File: config.mk
export PLATFORM = sky130hd
export DESIGN_NAME = opad_share_arbiter
export DESIGN_NICKNAME = d
export VERILOG_FILES = /design/src/rtl/opad_share_arbiter.sv
export SDC_FILE = /design/constraint.sdc
export NUM_CORES = 1
export LEC_CHECK = 0
export ABC_AREA = 1
export BUFFER_PORTS_ARGS = -buffer_cell sky130_fd_sc_hd__buf_2
export CORE_UTILIZATION = 55
export DETAILED_ROUTE_END_ITERATION = 8
export GPL_TIMING_DRIVEN = 1
export PLACE_DENSITY_LB_ADDON = 0.12
export SLEW_MARGIN = 30
export SYNTH_ARGS = -nofsm -noshare
export SYNTH_HDL_FRONTEND = slang
export SYNTH_SLANG_ARGS = --single-unit
File: constraint.sdc
create_clock -name clk -period 5 [get_ports clk]
set_clock_uncertainty 0.1 [all_clocks]
set_input_delay 1 -clock clk [delete_from_list [all_inputs] [get_ports clk]]
set_output_delay 1 -clock clk [all_outputs]
set_load 0.02 [all_outputs]
File: src/rtl/opad_share_arbiter.sv
// Round-robin arbiter that lets NREQ requesters share one output pad.
// An accepted word goes out as a frame: a start bit (0), the data LSB-first, then a stop bit (1).
module opad_share_arbiter #(
  parameter int NREQ       = 4,
  parameter int WIDTH      = 8,
  parameter int BIT_CYCLES = 2,
  localparam int IDW = (NREQ > 1) ? $clog2(NREQ) : 1,
  localparam int CW  = (BIT_CYCLES > 1) ? $clog2(BIT_CYCLES) : 1,
  localparam int BW  = (WIDTH > 1) ? $clog2(WIDTH) : 1
) (
  input  logic                    clk,
  input  logic                    rst,
  input  logic [NREQ-1:0]         req_valid,
  input  logic [NREQ*WIDTH-1:0]   req_data,
  output logic [NREQ-1:0]         req_ready,
  output logic                    outpad,
  output logic                    busy,
  output logic [IDW-1:0]          grant_id
);

  typedef enum logic [1:0] {S_IDLE, S_START, S_DATA, S_STOP} state_e;

  state_e             state_q, state_d;
  logic [CW-1:0]      cyc_q, cyc_d;
  logic [BW-1:0]      bit_q, bit_d;
  logic [WIDTH-1:0]   shreg_q, shreg_d;
  logic [IDW-1:0]     ptr_q, ptr_d;
  logic [IDW-1:0]     gid_q, gid_d;
  logic               outpad_q, outpad_d;
  logic               busy_q, busy_d;

  logic               found;
  logic               accept;
  logic [IDW-1:0]     sel;
  logic [IDW-1:0]     idx;
  logic [IDW-1:0]     sel_next;
  logic [WIDTH-1:0]   word;
  logic               cyc_last;
  logic               bit_last;

  // Search starts at ptr and wraps, so the most recently served requester goes last.
  always_comb begin
    found = 1'b0;
    sel   = '0;
    idx   = '0;
    for (int k = 0; k < NREQ; k++) begin
      idx = IDW'((int'(ptr_q) + k) % NREQ);
      if (!found && req_valid[idx]) begin
        found = 1'b1;
        sel   = idx;
      end
    end
  end

  always_comb begin
    word = '0;
    for (int k = 0; k < NREQ; k++) begin
      if (sel == IDW'(k)) word = req_data[k*WIDTH +: WIDTH];
    end
  end

  // valid/ready: a word transfers in any cycle where both the valid and ready bits of a requester are high.
  assign accept    = (state_q == S_IDLE) && found && !rst;
  assign req_ready = accept ? (NREQ'(1) << sel) : '0;
  assign sel_next  = (sel == IDW'(NREQ - 1)) ? '0 : sel + IDW'(1);
  assign cyc_last  = (cyc_q == CW'(BIT_CYCLES - 1));
  assign bit_last  = (bit_q == BW'(WIDTH - 1));

  always_comb begin
    state_d  = state_q;
    cyc_d    = cyc_q;
    bit_d    = bit_q;
    shreg_d  = shreg_q;
    ptr_d    = ptr_q;
    gid_d    = gid_q;
    outpad_d = outpad_q;
    busy_d   = busy_q;
    case (state_q)
      S_IDLE: begin
        outpad_d = 1'b1;
        busy_d   = 1'b0;
        if (accept) begin
          state_d  = S_START;
          shreg_d  = word;
          gid_d    = sel;
          ptr_d    = sel_next;
          cyc_d    = '0;
          bit_d    = '0;
          outpad_d = 1'b0;
          busy_d   = 1'b1;
        end
      end
      S_START: begin
        if (cyc_last) begin
          state_d  = S_DATA;
          cyc_d    = '0;
          bit_d    = '0;
          outpad_d = shreg_q[0];
        end else begin
          cyc_d = cyc_q + CW'(1);
        end
      end
      S_DATA: begin
        if (cyc_last) begin
          cyc_d = '0;
          if (bit_last) begin
            state_d  = S_STOP;
            outpad_d = 1'b1;
          end else begin
            bit_d    = bit_q + BW'(1);
            shreg_d  = shreg_q >> 1;
            outpad_d = shreg_d[0];
          end
        end else begin
          cyc_d = cyc_q + CW'(1);
        end
      end
      S_STOP: begin
        outpad_d = 1'b1;
        if (cyc_last) begin
          state_d = S_IDLE;
          busy_d  = 1'b0;
          cyc_d   = '0;
        end else begin
          cyc_d = cyc_q + CW'(1);
        end
      end
      default: begin
        state_d  = S_IDLE;
        outpad_d = 1'b1;
        busy_d   = 1'b0;
      end
    endcase
  end

  always_ff @(posedge clk) begin
    if (rst) begin
      state_q  <= S_IDLE;
      cyc_q    <= '0;
      bit_q    <= '0;
      shreg_q  <= '0;
      ptr_q    <= '0;
      gid_q    <= '0;
      outpad_q <= 1'b1;
      busy_q   <= 1'b0;
    end else begin
      state_q  <= state_d;
      cyc_q    <= cyc_d;
      bit_q    <= bit_d;
      shreg_q  <= shreg_d;
      ptr_q    <= ptr_d;
      gid_q    <= gid_d;
      outpad_q <= outpad_d;
      busy_q   <= busy_d;
    end
  end

  assign outpad   = outpad_q;
  assign busy     = busy_q;
  assign grant_id = gid_q;

endmodule

==> metrics.txt, run 1 <==
slowest stage delay, CP 310 ps; Die Area 3200 um2; GR peak layer met2; Syn Std Cell Area 1640 um2; M2 GR Usage 39.0%; R2R cell count 21; NetSw between 0.7 and 0.8 mW; Hold WS 371 ps; area delta synth->final 16.1%; first-pass GRT wire length 5.97 mm; Peak VDD IR approximately 0.49 mV; Worst Path Buf+Inv 5; hold_sp grant_id[1]$_SDFFE_PP0P_; starting DRC count in detailed routing 86; post-synth top area share between 20% and 30%; RSZ-0062 raised after global routing false; final setup fails 0; core area 2780 um2; Initial Util 59.0%; Final Hold Viols 0; hold buffer count at cts 0; Worst-Skew Late Latency 320 ps; pre-CTS setup slack approximately 850 ps; max_cap viols 0; slowest cell on the critical path ha_1; Storage cell area 400 um2; most common cell after layout, fill and taps aside nand2_1; largest net degree at the start of global routing 19; routed length per placed instance between 10 and 15 um; Pre-antenna DRT Iters 4; antenna cell count 0; Clock Power Share 7.0%; hpwl dp 2.82 mm; worst reg2reg endpoint shreg_q[3]$_SDFFE_PP0P_; post-CTS setup buffer count 0; Buffers on Ports 45; Core Rows 19; hold endpoint grant_id[1]$_SDFFE_PP0P_; vias in the first global route 1492; Die Height ~57 um; Crit path required time 3900 ps; worst hold path type register to register; Layout Utilization 68.5%; largest delay contributor family on the critical path simple AND/OR/NAND/NOR gates; share of layout cells above drive strength 1 21.2%; post-synthesis cell type count 29; final net count 356; drt total wl 3.57 mm; clk sink count 20; Worst EP arrival between 3000 and 4000 ps; most common cell type on the critical path nand2_1; Reg power frac about 19%; fin crit period 4150 ps; Post-Syn Instances 264; CTS tree yes; CTS Root Cell clkbuf_4; PostCTS Resize Cnt 0; drt drc 0; DRT antenna net count 0; CP endpoint kind primary output; routed vias/inst 5.06; reg2reg setup slack 1900 ps; GPL Wtd Cong 0.861; post-synth top area cell dfxtp_1; fill count roughly 260; initial antenna violation count 0; sequential fraction of the synthesis area between 20% and 30%; synth warn 0; Pleak 1.02 nW; most frequent cells in the layout 70 x nand2_1, 45 x nor2_1, 45 x buf_2; Vias 1704; die width between 50 and 60 um; CP max FO 10; clock buffer depth 2; switch share 53.8%; Rel. slew slack 65.4%; max-slew violation count 0; startpoint types input pin; global-route usage over all layers roughly a quarter; M1 GR Usage 29.9%; Power Density between 700 and 800 nW/um2; Num CTS Buffers 3; Overflow after GRT 0; worst path cell trace buf_2 > inv_1 > nand2_1 > nand3_1 > nand2_2 > nor2_8 > nand2_1 > o211ai_1 > nand2_1 > inv_1 > ha_1 > clkinv_1 > nor2_1 > buf_2; number of synthesized register bits 20; H-tree levels 1; Mapped Nets 313; IO Count 46; final setup margin 855 ps; Combinational Power Share 74.5%; Power Internal 0.643 mW; TNS Setup 0 ps; clock-pin slew on the worst setup and hold paths around 120 ps; Setup CP Type input pin to primary output; synthesized area per cell just over 6 um2; Worst-Margin Slew 516 ps; top cells by area, synth dfxtp_1 24%, nand2_1 16%, nand3_1 10%; critical register-to-register path startpoint ptr_q[0]$_SDFFE_PP0P_; status finished, final reports clean; met3 global-route usage 3.23%; fin crit share roughly 83%; Hold Path Depth 2; multi-input combinational cell area approximately 1100 um2; Pwr Total 1.39 mW; fmax 241 MHz
## synth_stat cells (all sizes together)
library cell,instances
and2,1
buf,3
a21boi,2
nor2,48
xor2,1
clkinv,3
dfxtp,20
o31ai,1
inv,24
nand2,77
ha,11
nand4,1
o211ai,7
nand3,36
nor3,2
a21oi,6
o311ai,1
or2,1
o21ai,15
clkbuf,4
## metrics by stage
| stage | cells | cell area (um2) |
|---|---|---|
| 5_1_grt | 337 | 1900 |
| 2_1_floorplan | 264 | 1640 |
| 3_3_place_gp | 333 | 1870 |
| 6_report | 337 | 1900 |
| 4_1_cts | 337 | 1900 |
| 3_5_place_dp | 333 | 1870 |
## worst max-delay path by stage
| stage | end | from | depth (start not counted) | slack, ps |
|---|---|---|---|---|
| final | req_ready[3] | req_valid[1] | 14 | 850 |
| after detailed placement | req_ready[3] | req_valid[1] | 14 | 850 |
| after floorplan | req_ready[3] | req_valid[3] | 13 | 1100 |
| after global placement | req_ready[3] | req_valid[1] | 14 | 890 |
| after global routing | req_ready[1] | req_valid[3] | 16 | 600 |
| after CTS | req_ready[3] | req_valid[1] | 14 | 860 |
## metal layers
layer  share of wire (%)  vias up
li1                    -      943
met1                  48      711
met2                  45       44
met3                 5.5        6
met4                 1.6        0
met5                   0        -
## worst register-to-register path, stage by stage (launching register included)
cell,delay (ps)
dfxtp_1,470
inv_2,120
nand2_1,90
nand2_1,50
nor2_1,140
nor2_2,100
nor2_1,90
nor2_1,60
xor2_1,160
inv_1,60
nand2_1,80
inv_1,90
ha_1,320
clkinv_1,270
o21ai_0,200
o21ai_0,110
nand2_1,80
nand3_1,90
o21ai_0,100
nand3_1,90
nand2_1,70
nor2_1,50
## flip-flops by register name (all words and copies together), names as in the netlist
signal / flops
state_q: 2
grant_id: 2
outpad: 1
busy: 1
ptr_q: 2
bit_q: 3
shreg_q: 8
cyc_last: 1
## power groups by stage
stage	Combinational (mW)	Clock [mW]	Sequential (mW)
global placement	1.02	0	0.261
floorplan	0.837	0	0.272
finish	1.04	0.0975	0.258
CTS	1.04	0.100	0.258
global route	1.18	0.107	0.267
detailed placement	1.04	0	0.262
## cells by family (layout without fill, tap and decap cells)
kind of cell	after synthesis	count (layout)	share of synthesized area [%]
xor gates and xnor gates	1	1	0.534
DFF	20	20	24.4
AOI/OAI and AO/OA	32	32	11.7
adders and majority gates	11	11	8.39
and+or+nand+nor	166	166	46.5
buffers and inverters	34	76	8.39
## layout make-up
type / count / share of cell area [%]
multi-input cells: 210 / 57.9
flip-flops and latches: 20 / 21.0
repair buffers: 45 / 11.8
inverters: 27 / 5.32
well taps: 31 / 2.04
clock buffers: 4 / 1.91
Power figures use the tool's default switching activity.
==> run 2: changes to the inputs <==
--- a/config.mk
+++ b/config.mk
@@ -7,7 +7,7 @@
 export LEC_CHECK = 0
 export ABC_AREA = 1
 export BUFFER_PORTS_ARGS = -buffer_cell sky130_fd_sc_hd__buf_2
-export CORE_UTILIZATION = 55
+export CORE_UTILIZATION = 52
 export DETAILED_ROUTE_END_ITERATION = 8
 export GPL_TIMING_DRIVEN = 1
 export PLACE_DENSITY_LB_ADDON = 0.12
==> constraint.sdc (replaced) <==
create_clock -name clk -period 4.2 [get_ports clk]
set_clock_uncertainty 0.1 [all_clocks]
set_input_delay 0.84 -clock clk [delete_from_list [all_inputs] [get_ports clk]]
set_output_delay 0.84 -clock clk [all_outputs]
set_load 0.02 [all_outputs]
==> run 2 against run 1 <==
Register-to-register slack worse by 780 ps. Combinational power rose by 19%. Routed wire length shrank 2.3%. Global-route usage decreased by 1.5 points. Hold slack got worse by 17 ps. Count of clock-buffer cells in the layout shrank 1. Critical path depth increased by 2. Die area increased by 5.6%. Core utilization down 5.2 points. Final cell count up 3.9%. Critical endpoint is now req_ready[1]. Largest cell class unchanged.
==> metrics.txt, run 2 (synthesis results as in run 1) <==
fin crit period about 3700 ps; clock-pin slew on the worst setup and hold paths 110 ps (about the same); most common cell after layout, fill and taps aside nand2_1; Initial Util 54.2% (-4.8 points); Num CTS Buffers 3 (unchanged); routed length per placed instance 9.96 um (-5.9%); final non-filler cell area 1910 um2 (+0.53%); Pre-antenna DRT Iters 4 (unchanged); IO Count 46 (unchanged); CP endpoint kind primary output; Setup CP Type input pin to primary output; Largest Register shreg_q; Die Height 58.2 um (+2.7%); fill count 290 (+11%); clock buffer depth 2 (unchanged); multi-input combinational cell area 1100 um2 (unchanged); largest net degree at the start of global routing 19 (unchanged); antenna cell count 0 (unchanged); Rel. slew slack 64.0% (-1.3 points); max-slew violation count 0 (unchanged); CTS tree yes; worst hold path type register to register; PostCTS Resize Cnt 0 (unchanged); Hold WS 354 ps (-17.0 ps); drt drc 0 (unchanged); fin crit share about nine tenths; Storage cell area 400 um2 (unchanged); Crit path required time 3260 ps (-640 ps); Vias 1710 (+0.35%); crit path launch req_valid[2]; Pleak 1.02 nW (-0.28%); Worst-Margin Slew 536 ps (+19.8 ps); worst reg2reg endpoint shreg_q[5]$_SDFFE_PP0P_; drt total wl 3.49 mm (-2.3%); status finished, final reports clean; H-tree levels 1 (unchanged); clk sink count 20 (unchanged); max reg flops 8 (unchanged); final setup fails 0 (unchanged); routed vias/inst 4.89 (-3.4%); startpoint types input pin; max_cap viols 0 (unchanged); RSZ-0062 raised after global routing false; starting DRC count in detailed routing 92 (+7.0%); share of layout cells above drive strength 1 21.2% (unchanged); Power Density 856 nW/um2 (+17%); die width 58.2 um (+2.7%); DRT antenna net count 0 (unchanged); Core Rows 20 (+1); Final Hold Viols 0 (unchanged); Placed Area 1890 um2 (+1.3%); Hold Path Depth 2 (unchanged); Worst EP arrival 2810 ps (-240 ps); critical register-to-register path startpoint ptr_q[0]$_SDFFE_PP0P_; initial antenna violation count 0 (unchanged); post-CTS setup buffer count 0 (unchanged); fmax approximately 270 MHz; first-pass GRT wire length 5.86 mm (-1.8%); area delta synth->final 16.7%; Overflow after GRT 0 (unchanged); most frequent cells in the layout 70 x nand2_1, 45 x nor2_1, 45 x buf_2; Die Area 3380 um2 (+5.6%); reg2reg setup slack 1120 ps (-780 ps); global-route usage over all layers 21.8% (-1.5 points); TNS Setup 0 ps (unchanged); hold buffer count at cts 0 (unchanged); R2R cell count 21 (unchanged); Buffers on Ports 45 (unchanged); CTS Root Cell clkbuf_4; hpwl dp 2.81 mm (-0.40%); largest registers shreg_q (8), bit_q (3); final net count 357 (+0.28%); CP max FO 9 (-1); GPL Wtd Cong 0.854 (-0.80%); vias in the first global route 1420 (-4.8%); core area 3030 um2 (+8.9%); Critical Path End req_ready[1]; Peak VDD IR 0.409 mV (-17%); Worst-Skew Late Latency 300 ps (-20 ps)
==> run 2: per-layer routing <==
layer  wire (um)  global-route usage (%)  share of wire (%)
met2        1550                    36.3                 45
met1        1760                    28.8                 51
met3         130                    3.13                3.7
met5           0                       0                  0
met4          41                    7.48                1.2
==> run 2: cell type report <==
| cell class | count | area share [%] |
|---|---|---|
| inverters | 27 | 5.29 |
| multi-input cells | 210 | 57.6 |
| flip-flops and latches | 20 | 20.9 |
| clock buffers | 3 | 1.18 |
| repair buffers | 46 | 12.2 |
| well taps | 44 | 2.88 |
==> run 2: worst min-delay path by stage <==
| stage | startpoint | endpoint | slack (ps) |
|---|---|---|---|
| 4_1_cts | grant_id[1]$_SDFFE_PP0P_ | grant_id[1]$_SDFFE_PP0P_ | 360 |
| 6_report | grant_id[1]$_SDFFE_PP0P_ | grant_id[1]$_SDFFE_PP0P_ | 350 |
| 5_1_grt | grant_id[1]$_SDFFE_PP0P_ | grant_id[1]$_SDFFE_PP0P_ | 380 |
| 2_1_floorplan | shreg_q[2]$_SDFFE_PP0P_ | shreg_q[2]$_SDFFE_PP0P_ | 350 |
| 3_5_place_dp | grant_id[1]$_SDFFE_PP0P_ | grant_id[1]$_SDFFE_PP0P_ | 340 |
| 3_3_place_gp | grant_id[1]$_SDFFE_PP0P_ | grant_id[1]$_SDFFE_PP0P_ | 340 |
==> run 2: worst max-delay path: stages <==
cell and delay (ps):
buf_2 110, inv_1 40, nand2_1 60, nand2_1 60
nor2_1 60, nor2_2 230, nor2_1 60, nor2_1 120
xor2_1 110, inv_1 60, nand2_1 80, inv_1 90
ha_1 310, clkinv_1 260, nor2_1 150, buf_2 170
==> run 2: where the power goes <==
part	total [mW]	internal, mW	switching, mW	leakage, nW
registers	0.307	0.263	0.0439	0.166
clock network	0.0900	0.0335	0.0565	0.0138
logic	1.24	0.456	0.786	0.841
==> run 2: per-stage QoR <==
| step | utilization [%] | std cells | setup slack (ps) | total power, mW |
|---|---|---|---|---|
| floorplan | - | 264 | 619 | 1.32 |
| global placement | 62.5 | 347 | 536 | 1.54 |
| detailed placement | 62.5 | 347 | 443 | 1.55 |
| CTS | 63.2 | 350 | 441 | 1.65 |
| global route | 63.2 | 350 | 143 | 1.84 |
| finish | 63.2 | 350 | 452 | 1.64 |
==> run 3: changes to the inputs <==
--- a/config.mk
+++ b/config.mk
@@ -7,7 +7,9 @@
 export LEC_CHECK = 0
 export ABC_AREA = 1
 export BUFFER_PORTS_ARGS = -buffer_cell sky130_fd_sc_hd__buf_2
-export CORE_UTILIZATION = 52
+export CELL_PAD_IN_SITES_DETAIL_PLACEMENT = 1
+export CELL_PAD_IN_SITES_GLOBAL_PLACEMENT = 1
+export CORE_UTILIZATION = 35
 export DETAILED_ROUTE_END_ITERATION = 8
 export GPL_TIMING_DRIVEN = 1
 export PLACE_DENSITY_LB_ADDON = 0.12
==> run 3 against run 2 <==
Highest routed layer unchanged. Flip-flop and latch count is the same. Sequential share of layout area down 0.62 points. Via count grew 2.9%. Sequential power about the same. The flow now finishes with violations (design-rule violations). Core utilization is 19 points lower. Count of clock-buffer cells in the layout unchanged. Clock power grew 120%. Final cell count grew 2.6%. Hold slack improved by 5.6 ps. Critical path depth shrank 2. Largest power group unchanged.
==> metrics.txt, run 3 (synthesis results as in run 1) <==
GPL Wtd Cong 0.854 (about the same); hpwl dp 3.60 mm (+28%); fin crit period 3900 ps (+155 ps); reg2reg setup slack 1040 ps (-80 ps); routed vias/inst 4.90 (+0.29%); vias in the first global route 1725 (+21%); initial antenna violation count 0 (unchanged); TNS Setup 0 ps (unchanged); Die Area 4960 um2 (+47%); hold buffer count at cts 0 (unchanged); most common cell after layout, fill and taps aside nand2_1; startpoint types input pin; Setup CP Type input pin to primary output; Die Height 70.5 um (+21%); Hold Path Depth 2 (unchanged); Hold WS 359 ps (+5.57 ps); worst path cell trace buf_2 > inv_1 > nand2_1 > nand3_1 > nand2_2 > nor2_8 > nand2_1 > o211ai_1 > nand2_1 > inv_1 > ha_1 > clkinv_1 > nor2_1 > buf_2; hold endpoint grant_id[1]$_SDFFE_PP0P_; final net count 357 (unchanged); R2R cell count 21 (unchanged); DRT antenna net count 0 (unchanged); max_cap viols 0 (unchanged); max-slew violation count 0 (unchanged); Worst-Skew Late Latency 260 ps (-40 ps); Pre-antenna DRT Iters 6 (+2); die width 70.5 um (+21%); clock-pin slew on the worst setup and hold paths 80 ps (-30 ps); fin crit share 92.9% (+3.7 points); slowest cell on the critical path ha_1; failing checks design-rule violations; Post-Place Cells 355 (+2.3%); Rel. slew slack 69.1% (+5.1 points); slowest stage delay, CP 320 ps (about the same); most frequent cells in the layout 70 x nand2_1, 45 x nor2_1, 45 x buf_2; routed length per placed instance 12.3 um (+23%); Worst-Margin Slew 462 ps (-73.5 ps); most common cell type on the critical path nand2_1; drt total wl 4.41 mm (+27%); CP endpoint kind primary output; max reg flops 8 (unchanged); Power Density 905 nW/um2 (+5.7%); final setup fails 0 (unchanged); share of layout cells above drive strength 1 21.5% (+0.26 points); Worst EP arrival 2960 ps (+150 ps); PostCTS Resize Cnt 0 (unchanged); area delta synth->final 20.3%; critical register-to-register path startpoint ptr_q[0]$_SDFFE_PP0P_; Core Rows 24 (+20%); IO Count 46 (unchanged); starting DRC count in detailed routing 31 (-66%); fmax 256 MHz (-4.0%); post-CTS setup buffer count 0 (unchanged); drt drc 8 (+8); Peak VDD IR 0.459 mV (+12%); Pleak 1.04 nW (+2.2%); antenna cell count 0 (unchanged); Crit path required time 3260 ps (about the same); Buffers on Ports 45 (unchanged); Pwr Total 1.79 mW (+9.0%); H-tree levels 1 (unchanged); first-pass GRT wire length 7.64 mm (+30%); worst hold path type register to register; RSZ-0062 raised after global routing false; Largest Register shreg_q; global-route usage over all layers 19.2% (-2.7 points); Vias 1759 (+2.9%); CTS tree yes; core area 4440 um2 (+47%); Num CTS Buffers 3 (unchanged); Overflow after GRT 0 (unchanged); hold_sp grant_id[1]$_SDFFE_PP0P_; largest net degree at the start of global routing 19 (unchanged); clock buffer depth 2 (unchanged); largest registers shreg_q (8), bit_q (3); worst reg2reg endpoint shreg_q[5]$_SDFFE_PP0P_; CP max FO 10 (+1); Non-Filler Instances 359 (+2.6%); Initial Util 36.9% (-17 points); CTS Root Cell clkbuf_8; clk sink count 20 (unchanged); Final Hold Viols 0 (unchanged); status finished with violations
==> run 3: critical path: cells and delay by family <==
kind | cells | cell delay (ps)
fa+ha+maj | 1 | 320
buf+inv | 5 | 720
simple gates | 7 | 850
compound gates | 1 | 220
==> run 3: power by group <==
| part | internal [mW] | switching (mW) |
|---|---|---|
| Clock | 0.127 | 0.0689 |
| Combinational | 0.452 | 0.827 |
| Sequential | 0.263 | 0.0473 |
| Total | 0.842 | 0.944 |
==> run 3: layer usage <==
layer  wire length, um  global-route usage [%]  vias to the layer above
met5                 0                       0                        -
met4                25                    3.40                        0
met3               139                    3.32                        2
met2              2040                    34.3                       25
met1              2210                    24.1                      794
li1                  -                       -                      938
==> run 3: worst max path at each step <==
stage	start	end	slack (ps)	cells after the start
floorplan	req_valid[3]	req_ready[3]	620	13
global placement	req_valid[1]	req_ready[3]	300	14
detailed placement	req_valid[1]	req_ready[3]	280	14
CTS	req_valid[1]	req_ready[3]	280	14
global route	req_valid[2]	req_ready[3]	50	14
finish	req_valid[1]	req_ready[3]	300	14
==> run 3: cell type report <==
cell class                      count  area [um2]
Tap cell                           52        65.1
Fill cell                         653        2470
Timing Repair Buffer               46         233
Sequential cell                    20         400
Clock buffer                        3        41.3
Clock inverter                      1        30.0
Multi-Input combinational cell    210        1100
Inverter                           27         101
==> run 3: metrics by stage <==
| stage | util, % | area [um2] | setup slack, ps |
|---|---|---|---|
| floorplan | - | 1640 | 619 |
| global placement | 42.8 | 1900 | 304 |
| detailed placement | 42.8 | 1900 | 278 |
| CTS | 44.4 | 1970 | 282 |
| global route | 44.4 | 1970 | 45.7 |
| finish | 44.4 | 1970 | 298 |
